--- config.mk ---
export PLATFORM = sky130hd
export DESIGN_NAME = ex_fwd_stage
export DESIGN_NICKNAME = d
export VERILOG_FILES = /design/src/rtl/ex_pkg.sv /design/src/rtl/ex_fwd_select.sv /design/src/rtl/ex_fwd_stage.sv
export SDC_FILE = /design/constraint.sdc
export NUM_CORES = 1
export LEC_CHECK = 0
export CORE_AREA = 2 2 162 164
export DETAILED_ROUTE_END_ITERATION = 7
export DIE_AREA = 0 0 164 166
export RECOVER_POWER = 50
export SETUP_SLACK_MARGIN = 0.4
export SYNTH_ARGS = -nofsm -noshare
export SYNTH_HDL_FRONTEND = slang
export SYNTH_HIERARCHICAL = 1
export SYNTH_SLANG_ARGS = --single-unit
--- constraint.sdc ---
create_clock -name clk -period 1.9 [get_ports clk]
set_input_delay 0.19 -clock clk [delete_from_list [all_inputs] [get_ports clk]]
set_output_delay 0.19 -clock clk [all_outputs]
set_load 0.1 [all_outputs]
--- src/rtl/ex_pkg.sv ---
`default_nettype none
// +------------------------------------------------------------------+
// | Package : ex_pkg                                                 |
// | Brief   : Shared types and widths for the RV32I execute stage.   |
// | Rev     : 1.0  initial release                                   |
// +------------------------------------------------------------------+
package ex_pkg;

  localparam int XLEN   = 32;
  localparam int REG_AW = 5;

  // Conventional meaning of the result-select codes
  typedef enum logic [1:0] {
    RES_ALU = 2'd0,
    RES_PC4 = 2'd1,
    RES_IMM = 2'd2
  } res_sel_e;

endpackage
`default_nettype wire

--- src/rtl/ex_fwd_select.sv ---
`default_nettype none
// +------------------------------------------------------------------+
// | Module  : ex_fwd_select                                          |
// | Brief   : Priority forwarding resolver for one source operand.   |
// |           Lowest-index matching source wins; x0 always reads 0.  |
// | Rev     : 1.0  initial release                                   |
// +------------------------------------------------------------------+
module ex_fwd_select
  import ex_pkg::*;
#(
  parameter int WIDTH   = XLEN,
  parameter int AW      = REG_AW,
  parameter int NUM_FWD = 2
) (
  input  logic [AW-1:0]            rs_addr,
  input  logic [WIDTH-1:0]         rf_data,
  input  logic [NUM_FWD-1:0]       fwd_we,
  input  logic [NUM_FWD*AW-1:0]    fwd_addr,
  input  logic [NUM_FWD*WIDTH-1:0] fwd_data,
  input  logic [NUM_FWD-1:0]       fwd_rdy,
  output logic [WIDTH-1:0]         data,
  output logic                     hazard
);

  // Scan from oldest to youngest so the youngest match overwrites; a
  // non-ready winner flags a hazard without looking at older sources.
  always_comb begin
    data   = rf_data;
    hazard = 1'b0;
    for (int i = NUM_FWD - 1; i >= 0; i--) begin
      if (fwd_we[i] && (fwd_addr[i*AW +: AW] == rs_addr)) begin
        data   = fwd_data[i*WIDTH +: WIDTH];
        hazard = ~fwd_rdy[i];
      end
    end
    if (rs_addr == '0) begin
      data   = '0;
      hazard = 1'b0;
    end
  end

endmodule
`default_nettype wire

--- src/rtl/ex_fwd_stage.sv ---
`default_nettype none
// +------------------------------------------------------------------+
// | Module  : ex_fwd_stage                                           |
// | Brief   : Execute stage: operand forwarding, load-use stall,     |
// |           result select and EX/MEM register with handshake.      |
// | Rev     : 1.0  initial release                                   |
// +------------------------------------------------------------------+
module ex_fwd_stage
  import ex_pkg::*;
#(
  parameter int WIDTH   = XLEN,
  parameter int AW      = REG_AW,
  parameter int NUM_FWD = 2,
  parameter int NUM_RES = 3,
  parameter int SEL_W   = 2,
  parameter int CNT_W   = 16
) (
  input  logic                     clk,
  input  logic                     rst_n,
  input  logic                     in_valid,
  output logic                     in_ready,
  input  logic                     flush,
  input  logic [AW-1:0]            rs1_addr,
  input  logic [AW-1:0]            rs2_addr,
  input  logic [AW-1:0]            rd_addr,
  input  logic [WIDTH-1:0]         rs1_data,
  input  logic [WIDTH-1:0]         rs2_data,
  input  logic [NUM_FWD-1:0]       fwd_we,
  input  logic [NUM_FWD*AW-1:0]    fwd_addr,
  input  logic [NUM_FWD*WIDTH-1:0] fwd_data,
  input  logic [NUM_FWD-1:0]       fwd_rdy,
  output logic [WIDTH-1:0]         op_a,
  output logic [WIDTH-1:0]         op_b,
  input  logic [NUM_RES*WIDTH-1:0] res_in,
  input  logic [SEL_W-1:0]         res_sel,
  output logic                     out_valid,
  input  logic                     out_ready,
  output logic [WIDTH-1:0]         out_result,
  output logic [WIDTH-1:0]         out_store,
  output logic [AW-1:0]            out_rd,
  output logic [CNT_W-1:0]         hazard_cnt
);

  logic             hazard_rs1;
  logic             hazard_rs2;
  logic             hazard;
  logic             fire;
  logic [WIDTH-1:0] res_mux;

  logic             out_valid_q,  out_valid_d;
  logic [WIDTH-1:0] out_result_q, out_result_d;
  logic [WIDTH-1:0] out_store_q,  out_store_d;
  logic [AW-1:0]    out_rd_q,     out_rd_d;
  logic [CNT_W-1:0] hazard_cnt_q, hazard_cnt_d;

  ex_fwd_select #(.WIDTH(WIDTH), .AW(AW), .NUM_FWD(NUM_FWD)) u_sel_rs1 (
    .rs_addr  (rs1_addr),
    .rf_data  (rs1_data),
    .fwd_we   (fwd_we),
    .fwd_addr (fwd_addr),
    .fwd_data (fwd_data),
    .fwd_rdy  (fwd_rdy),
    .data     (op_a),
    .hazard   (hazard_rs1)
  );

  ex_fwd_select #(.WIDTH(WIDTH), .AW(AW), .NUM_FWD(NUM_FWD)) u_sel_rs2 (
    .rs_addr  (rs2_addr),
    .rf_data  (rs2_data),
    .fwd_we   (fwd_we),
    .fwd_addr (fwd_addr),
    .fwd_data (fwd_data),
    .fwd_rdy  (fwd_rdy),
    .data     (op_b),
    .hazard   (hazard_rs2)
  );

  // Stall on load-use and on a full EX/MEM register that is not draining
  always_comb begin
    hazard   = in_valid && (hazard_rs1 || hazard_rs2);
    in_ready = !hazard && (!out_valid_q || out_ready);
    fire     = in_valid && in_ready;
  end

  // Result select; codes beyond the populated sources yield zero
  always_comb begin
    res_mux = '0;
    for (int i = 0; i < NUM_RES; i++) begin
      if (res_sel == SEL_W'(i)) begin
        res_mux = res_in[i*WIDTH +: WIDTH];
      end
    end
  end

  // Next state of EX/MEM register (flush > fire > drain) and stall counter
  always_comb begin
    out_valid_d  = out_valid_q;
    out_result_d = out_result_q;
    out_store_d  = out_store_q;
    out_rd_d     = out_rd_q;
    if (flush) begin
      out_valid_d = 1'b0;
    end else if (fire) begin
      out_valid_d  = 1'b1;
      out_result_d = res_mux;
      out_store_d  = op_b;
      out_rd_d     = rd_addr;
    end else if (out_valid_q && out_ready) begin
      out_valid_d = 1'b0;
    end

    hazard_cnt_d = hazard_cnt_q;
    if (hazard && (hazard_cnt_q != '1)) begin
      hazard_cnt_d = hazard_cnt_q + CNT_W'(1);
    end
  end

  // State registers with asynchronous clear
  always_ff @(posedge clk or negedge rst_n) begin
    if (!rst_n) begin
      out_valid_q  <= 1'b0;
      out_result_q <= '0;
      out_store_q  <= '0;
      out_rd_q     <= '0;
      hazard_cnt_q <= '0;
    end else begin
      out_valid_q  <= out_valid_d;
      out_result_q <= out_result_d;
      out_store_q  <= out_store_d;
      out_rd_q     <= out_rd_d;
      hazard_cnt_q <= hazard_cnt_d;
    end
  end

  assign out_valid  = out_valid_q;
  assign out_result = out_result_q;
  assign out_store  = out_store_q;
  assign out_rd     = out_rd_q;
  assign hazard_cnt = hazard_cnt_q;

endmodule
`default_nettype wire

==> metrics.md, run 1 <==
| Metric | Value |
|---|---|
| Post-Syn Area | 6689 µm² |
| Largest net degree at the start of global routing | 54 |
| Worst hold path type | in2async |
| Combined global-route utilization of all metal layers | 0.2808 |
| Most area-hungry cell type in the Yosys netlist | sky130_fd_sc_hd__dfrtp_1 |
| DR vias/cell | 5.499 |
| Die boundary width | ~160 µm |
| Footprint of the flip-flops and latches | 2207 µm² |
| Effective utilization at floorplan | 0.2611 |
| Final setup margin | -0.3565 ns |
| Area share of xor/xnor cells in the synthesized design | 0.04059 |
| Final worst path period need | 2.256 ns |
| Portion of netlist area occupied by mux cells | 0.1680 |
| Final setup fails | 149 |
| Crit path max fanout | 9 |
| Total vias in the final route | around 8.5k |
| Dominant register cell in the synthesized netlist | sky130_fd_sc_hd__dfrtp_1 |
| Clk Latency, worst-skew pair | between 0.3 and 0.4 ns |
| Drt wl/cell | 26.03 µm |
| Max-Slew Margin vs Limit | 0.4088 |
| Worst-case clock buffer depth | 2 |
| Synth cell types | 47 |
| Fraction of layout cells with a size suffix above 1 | 0.4838 |
| Number of warning messages in the yosys log | 6 |
| Initial detailed-routing violation count | 597 |
| Register bit total from synthesis | 86 |
| Clock tree from TritonCTS | yes |
| Number of nets in the synthesized netlist | about 950 |
| Number of H-tree branching levels | 3 |
| Proportion of synthesized chip area in sequential cells | 0.3217 |
| Standard-cell rows | 59 |
| Achievable clock frequency | 443.2 MHz |
| Adder and majority gate portion of the synthesized area | 0.001871 |
| Sum of negative setup slack | -38.74 ns |
| Main combinational cell family by area after synthesis | compound AO/OA/AOI/OAI gates |
| Initial antenna violation count | 5 |
| Global-route wire length before repair | 56570 µm |
| Cell area after layout | 15460 µm² |
| Buffers on Ports | 410 |
| Overflow left after global routing | 0 |
| Reported leakage power | ~6 nW |
| Final ANT Viol Nets | 0 |
| Placed Area | 13020 µm² |
| Largest stage delay on the critical path | 0.55 ns |
| Ordered cell list for the critical path | clkdlybuf4s50_1, nor4_2, a31o_4, o21ai_4, and2_4, nand3b_1, buf_12, clkbuf_16, mux2_2 |
| Status | finished with violations |
| Worst Setup Path Type | in2reg |
| Worst path arrival time | 2.48 ns |
| Number of violations of the max-capacitance limit | 0 |
| TritonCTS sink count | 86 |
| Crit path capture type | flop |
| Fraction of the cycle the final worst path needs | 1.188 |
| Power density over cell area | 740.0 nW/µm² |
| Number of nets in the layout | 1463 |
| Top cells by area in the synthesized netlist | sky130_fd_sc_hd__dfrtp_1 (32%), sky130_fd_sc_hd__a311oi_2 (13%), sky130_fd_sc_hd__mux2_2 (11%), sky130_fd_sc_hd__o21ai_0 (7.3%), sky130_fd_sc_hd__nand4_1 (6.4%) |
| Setup repair after global routing missed its margin | true |
| Number of pins exceeding their max-slew limit in the final report | 0 |
| Syn_area_per_cell | a little under 10 µm² |
| Instance count of the mapped netlist | 693 |
| Final standard cell utilization of the core | 0.6036 |
| Area delta synth->final | 131.1% |
| Die ar. | 27220 µm² |
| Area share of the leading cell type in the synthesized netlist | 0.3217 |
| Placer Congestion | 0.8513 |
| Area of combinational cells with multiple inputs | 5655 µm² |
| Largest clock skew in the final design | 0.006348 ns |
| IO Pins | 411 |
| Number of synthesized flops with an enable pin | 0 |
| Worst supply voltage drop on vdd | 0.5649 mV |
| Violations in the final reports | setup timing |
| Number of global-route vias before repair | 8831 |
| Die Y-Extent | 166 µm |
| # fillers | 2086 |
| Total wire length | between 40000 and 50000 µm |
| DP HPWL | 25600 µm |
| Cell at the root of the clock tree | sky130_fd_sc_hd__clkbuf_16 |
| Proportion of register bits with asynchronous set or reset after synthesis | 1.000 |
| Area fraction in compound gates after synthesis | 0.2275 |
| Required time of the critical path | 2.12 ns |
| Transition time of the tightest slew-check pin | 0.8800 ns |
| Detailed Routing Iterations Pass 1 | 5 |
| Cell at the slowest stage of the critical path | sky130_fd_sc_hd__clkdlybuf4s50_1 |
| Post-Synth Simple-Gate Area | 0.1798 |
| Post-route DRC violation count | 0 |
| CTS buffer count | 9 |
| CP startpoint kind | input port |
| Register clock-pin slew on the reported worst setup and hold paths | ~0.070 ns |
| Area of the core region | 25620 µm² |
| Hold violation count in the final report | 0 |
==> critical path: cells and delay by family <==
kind                   cells  cell delay (ns)
buffers and inverters      3             0.97
AO/OA/AOI/OAI              2             0.25
AND/OR/NAND/NOR            3             0.72
multiplexers               1             0.33
==> area by class of cell <==
cell class,count,area share
inverter,2,0.0004856
antenna,4,0.0006474
sequential,86,0.1428
clock buffer,10,0.01481
multi-input combinational,527,0.3658
timing repair buffer,576,0.4438
tap,335,0.02711
clock inverter,6,0.004613
==> layout by cell type, fill, tap and decap left out, types with 3 or more instances in the layout <==
cell type	instances
sky130_fd_sc_hd__buf_4	159
sky130_fd_sc_hd__o21ai_0	68
sky130_fd_sc_hd__nand3_2	3
sky130_fd_sc_hd__diode_2	4
sky130_fd_sc_hd__bufbuf_16	4
sky130_fd_sc_hd__buf_12	89
sky130_fd_sc_hd__clkdlybuf4s50_1	235
sky130_fd_sc_hd__buf_6	40
sky130_fd_sc_hd__nand2_1	40
sky130_fd_sc_hd__mux2_4	31
sky130_fd_sc_hd__mux2i_1	32
sky130_fd_sc_hd__nor3_1	64
sky130_fd_sc_hd__mux2_2	40
sky130_fd_sc_hd__nor2_1	4
sky130_fd_sc_hd__o21ai_4	6
sky130_fd_sc_hd__xnor2_1	4
sky130_fd_sc_hd__nor2_4	4
sky130_fd_sc_hd__xnor2_2	9
sky130_fd_sc_hd__buf_2	9
sky130_fd_sc_hd__nand4_4	3
sky130_fd_sc_hd__or4_4	3
sky130_fd_sc_hd__o21ai_2	9
sky130_fd_sc_hd__nand4_1	68
sky130_fd_sc_hd__buf_16	27
sky130_fd_sc_hd__o21ai_1	15
sky130_fd_sc_hd__dfrtp_1	70
sky130_fd_sc_hd__a311oi_4	63
sky130_fd_sc_hd__nor4_4	3
sky130_fd_sc_hd__xor2_1	5
sky130_fd_sc_hd__dfrtp_4	14
sky130_fd_sc_hd__clkbuf_16	12
sky130_fd_sc_hd__xnor2_4	12
sky130_fd_sc_hd__nor3_4	4
sky130_fd_sc_hd__nand3_1	3
==> synthesized netlist by cell type, types with 2 or more instances <==
cell and count:
sky130_fd_sc_hd__o21ai_0 97, sky130_fd_sc_hd__dfrtp_1 86, sky130_fd_sc_hd__nor3_1 70, sky130_fd_sc_hd__nand4_1 68, sky130_fd_sc_hd__mux2_2 65, sky130_fd_sc_hd__a311oi_2 60
sky130_fd_sc_hd__clkbuf_1 44, sky130_fd_sc_hd__nand2_1 43, sky130_fd_sc_hd__mux2i_1 32, sky130_fd_sc_hd__xnor2_1 25, sky130_fd_sc_hd__buf_2 18, sky130_fd_sc_hd__buf_6 8
sky130_fd_sc_hd__nor2_1 8, sky130_fd_sc_hd__buf_4 6, sky130_fd_sc_hd__nand3_1 6, sky130_fd_sc_hd__xor2_1 6, sky130_fd_sc_hd__mux2_1 5, sky130_fd_sc_hd__a311oi_1 4
sky130_fd_sc_hd__nor4_1 4, sky130_fd_sc_hd__nand4_2 3, sky130_fd_sc_hd__a211oi_1 2, sky130_fd_sc_hd__a31o_1 2, sky130_fd_sc_hd__and4_1 2, sky130_fd_sc_hd__buf_1 2
sky130_fd_sc_hd__inv_1 2, sky130_fd_sc_hd__nor2_2 2, sky130_fd_sc_hd__or2_1 2, sky130_fd_sc_hd__or4_1 2
==> power breakdown <==
part / total [mW] / internal (mW) / leakage (nW) / switching (mW)
registers: 2.39 / 2.17 / 1.04 / 0.223
logic: 7.23 / 2.48 / 4.97 / 4.75
clock network: 1.82 / 1.03 / 0.145 / 0.789
total: 11.4 / 5.68 / 6.16 / 5.76
==> metal layers <==
metal / part of all wire / up-vias / global-route usage
li1: - / 3749 / -
met1: 0.36 / 4168 / 0.3084
met2: 0.50 / 471 / 0.4953
met3: 0.090 / 112 / 0.07892
met4: 0.046 / 2 / 0.1323
met5: 0.00032 / - / 0
==> what timing repair did <==
item | 4_1_cts | 5_1_grt
gates cloned | 28 | 3
hold buffers | 1 | 0
pin swaps | 119 | 54
gates resized for setup | 279 | 42
hold endpoints to repair | 61 | 0
setup buffers | 42 | 8
endpoints found under the setup margin | 151 | 151
==> worst paths after layout <==
path                                                 start                          to  slack (ns)  cells past startpoint
worst max-delay path                            fwd_rdy[0]       out_rd[4]$_DFFE_PN0P_       -0.36                      9
worst min-delay path                                 rst_n  out_result[26]$_DFFE_PN0P_        0.35                      2
worst max register to register  hazard_cnt[13]$_DFFE_PN0P_  hazard_cnt[10]$_DFFE_PN0P_        0.14                      4
worst min register to register  out_result[22]$_DFFE_PN0P_  out_result[22]$_DFFE_PN0P_        0.51                      1
max in group asynchronous                            rst_n   hazard_cnt[8]$_DFFE_PN0P_        0.23                      3
min in group clk                                res_sel[0]   out_result[7]$_DFFE_PN0P_        0.45                      4
==> per-stage QoR <==
stage | worst slack (ns) | hold slack, ns | instances | total power [mW]
after floorplan | -0.7055 | -0.1056 | 693 | 6.745
after global placement | -1.083 | 0.03183 | 1444 | 8.943
after detailed placement | -1.126 | 0.03563 | 1444 | 8.977
after CTS | -0.3074 | 0.2118 | 1531 | 11.38
after global routing | -0.3573 | 0.3880 | 1544 | 11.77
final | -0.3565 | 0.3457 | 1546 | 11.44
==> kinds of logic (layout without fill, tap and decap cells) <==
logic type,count (synthesis),in the layout
other cells,0,4
flops,86,86
buf+inv,80,594
fa+ha+maj,1,1
simple gates,219,219
mux,103,103
xor+xnor,31,31
compound gates,173,173
==> sequential cells by signal, summed over array words and instances (netlist names) <==
name,flops
out_result,32
out_valid,1
hazard_cnt,16
out_store,32
out_rd,5
No activity file was read; power rests on OpenSTA's default activity.
==> run 2: changes to the inputs <==
- CTS_CLUSTER_DIAMETER: not set -> 40
- RECOVER_POWER: 50 -> not set
==> run 2 against run 1 <==
  * The flow still finishes with violations (setup timing)
  * Global-route usage unchanged
  * Clock power about the same
  * Sequential share of layout area about the same
  * Register-to-register slack about the same
  * Sequential cell count unchanged
  * Die area unchanged
  * Combinational power about the same
  * Final cell count unchanged
  * Clock-buffer cell count unchanged
  * Critical path type unchanged
  * Largest power group unchanged
==> metrics.md, run 2 (synthesis gave the netlist of run 1 again) <==
| Metric | Value |
|---|---|
| Number of pins exceeding their max-slew limit in the final report | 0 (unchanged) |
| Initial antenna violation count | 5 (unchanged) |
| Flop2flop setup slack | 0.13 ns (about the same) |
| Cell at the root of the clock tree | sky130_fd_sc_hd__clkbuf_16 |
| Buffers on Ports | 410 (unchanged) |
| Detailed Routing Iterations Pass 1 | 5 (unchanged) |
| Number of violations of the max-capacitance limit | 0 (unchanged) |
| Cell at the slowest stage of the critical path | sky130_fd_sc_hd__clkdlybuf4s50_1 |
| Number of global-route vias before repair | 8831 (unchanged) |
| Number of nets in the layout | 1463 (unchanged) |
| Combined global-route utilization of all metal layers | 0.2808 (unchanged) |
| Total vias in the final route | 8465 (-0.44%) |
| Post-layout instance count excluding filler cells | 1546 (unchanged) |
| DP HPWL | 25600 µm (unchanged) |
| Reported leakage power | 6.166 nW (+0.16%) |
| Final setup margin | -0.3503 ns (+0.006173 ns) |
| Post-route DRC violation count | 0 (unchanged) |
| Achievable clock frequency | 444.4 MHz (+0.27%) |
| Transition time of the tightest slew-check pin | 0.8847 ns (+0.004768 ns) |
| Number of H-tree branching levels | 3 (unchanged) |
| Die boundary width | 164 µm (unchanged) |
| CTS buffer count | 9 (unchanged) |
| Final setup fails | 149 (unchanged) |
| IO Pins | 411 (unchanged) |
| Required time of the critical path | 2.12 ns (about the same) |
| TritonCTS sink count | 86 (unchanged) |
| Effective utilization at floorplan | 0.2611 (unchanged) |
| Leading cell type in the layout, fill and taps excluded | sky130_fd_sc_hd__clkdlybuf4s50_1 |
| CP Launch Point | fwd_rdy[0] |
| Standard-cell rows | 59 (unchanged) |
| Ordered cell list for the critical path | clkdlybuf4s50_1, nor4_2, a31o_4, o21ai_4, and2_4, nand3b_1, buf_12, clkbuf_16, mux2_2 |
| Status | finished with violations |
| Worst setup path end | out_rd[4]$_DFFE_PN0P_ |
| Power density over cell area | 739.3 nW/µm² (about the same) |
| Fraction of layout cells with a size suffix above 1 | 0.4847 (+0.0008285) |
| Global-route wire length before repair | 56570 µm (unchanged) |
| Register clock-pin slew on the reported worst setup and hold paths | 0.06 ns (about the same) |
| Violations in the final reports | setup timing |
| Area of the core region | 25620 µm² (unchanged) |
| Hold violation count in the final report | 0 (unchanged) |
| Worst path arrival time | 2.47 ns (about the same) |
| Total wire length | 40270 µm (about the same) |
| Area delta synth->final | 131.5% |
| Final ANT Viol Nets | 0 (unchanged) |
| Clk Latency, worst-skew pair | 0.34 ns (about the same) |
| Setup repair after global routing missed its margin | true |
| Fraction of the cycle the final worst path needs | 1.184 (-0.003249) |
| Worst Setup Path Type | in2reg |
| Largest clock skew in the final design | 0.007246 ns (+0.0008979 ns) |
| CP startpoint kind | input port |
| Crit path max fanout | 9 (unchanged) |
| DR vias/cell | 5.475 (-0.44%) |
| Commonest non-fill, non-tap cells in the layout | sky130_fd_sc_hd__clkdlybuf4s50_1 (235), sky130_fd_sc_hd__buf_4 (162), sky130_fd_sc_hd__buf_12 (90), sky130_fd_sc_hd__dfrtp_1 (70) |
| Final worst path period need | 2.250 ns (-0.006173 ns) |
| Critical R2R Capture | hazard_cnt[10]$_DFFE_PN0P_ |
| Crit path capture type | flop |
| Max-Slew Margin vs Limit | 0.4056 (-0.003203) |
| Worst supply voltage drop on vdd | 0.5647 mV (about the same) |
| Die Y-Extent | 166 µm (unchanged) |
| Reg2reg path depth | 4 (unchanged) |
| Largest stage delay on the critical path | 0.55 ns (about the same) |
| Initial detailed-routing violation count | 559 (-6.4%) |
| Worst-case clock buffer depth | 2 (unchanged) |
| Placer Congestion | 0.8513 (unchanged) |
| Largest net degree at the start of global routing | 54 (unchanged) |
| Sum of negative setup slack | -37.84 ns (+0.8972 ns) |
| Drt wl/cell | 26.05 µm (about the same) |
| Launch instance of the worst register-to-register path | hazard_cnt[13]$_DFFE_PN0P_ |
| Die ar. | 27220 µm² (unchanged) |
| Clock tree from TritonCTS | yes |
| Worst hold path type | in2async |
| Cell Count Post-Placement | 1444 (unchanged) |
| Overflow left after global routing | 0 (unchanged) |
-- run 2: final cells by class --
type                            instances  area [µm²]
Antenna cell                            4       10.01
Clock buffer                           10       229.0
Clock inverter                          6       71.32
Fill cell                            2083       10130
Inverter                                2       7.507
Multi-Input combinational cell        527        5655
Sequential cell                        86        2207
Tap cell                              335       419.2
Timing Repair Buffer                  576        6883
-- run 2: metal layers --
layer | global-route usage | vias up | wire, µm
li1 | - | 3741 | -
met1 | 0.3084 | 4121 | 14330
met2 | 0.4953 | 482 | 20270
met3 | 0.07892 | 119 | 3789
met4 | 0.1323 | 2 | 1860
met5 | 0 | - | 13
-- run 2: worst min-delay path by stage --
stage	depth (start not counted)	slack [ns]	end	startpoint
2_1_floorplan	0	-0.11	hazard_cnt[2]$_DFFE_PN0P_	rst_n
3_5_place_dp	1	0.04	out_result[26]$_DFFE_PN0P_	rst_n
6_report	2	0.22	out_result[23]$_DFFE_PN0P_	rst_n
3_3_place_gp	1	0.03	out_result[26]$_DFFE_PN0P_	rst_n
4_1_cts	2	0.21	out_result[26]$_DFFE_PN0P_	rst_n
5_1_grt	2	0.23	out_result[26]$_DFFE_PN0P_	rst_n
-- run 2: power by group --
group	internal (mW)	leakage (nW)	switching, mW
sequential	2.17	1.04	0.224
clock	1.03	0.145	0.787
combinational	2.48	4.98	4.75
-- run 2: worst max-delay path, delay by kind of cell --
family | cells | cell delay (ns)
compound gates | 2 | 0.25
buf+inv | 3 | 0.97
mux | 1 | 0.33
simple gates | 3 | 0.72
-- run 2: what timing repair did --
action / 4_1_cts / 5_1_grt
cloned: 28 / 3
hold endpoints to repair: 61 / 0
gates resized for setup: 279 / 42
hold buffers: 1 / 0
pin swaps: 119 / 54
endpoints found under the setup margin: 151 / 151
buffers inserted: 42 / 8
-- run 2: per-stage QoR --
stage            util  power, mW  cell area (µm²)  worst slack [ns]  hold slack [ns]
6_report       0.6044      11.45            15480           -0.3503           0.2241
4_1_cts        0.5917      11.38            15160           -0.3074           0.2118
2_1_floorplan       -      6.745             7757           -0.7055          -0.1056
3_5_place_dp   0.5083      8.977            13020            -1.126          0.03563
3_3_place_gp   0.5083      8.943            13020            -1.083          0.03183
5_1_grt        0.6042      11.78            15480           -0.3573           0.2338
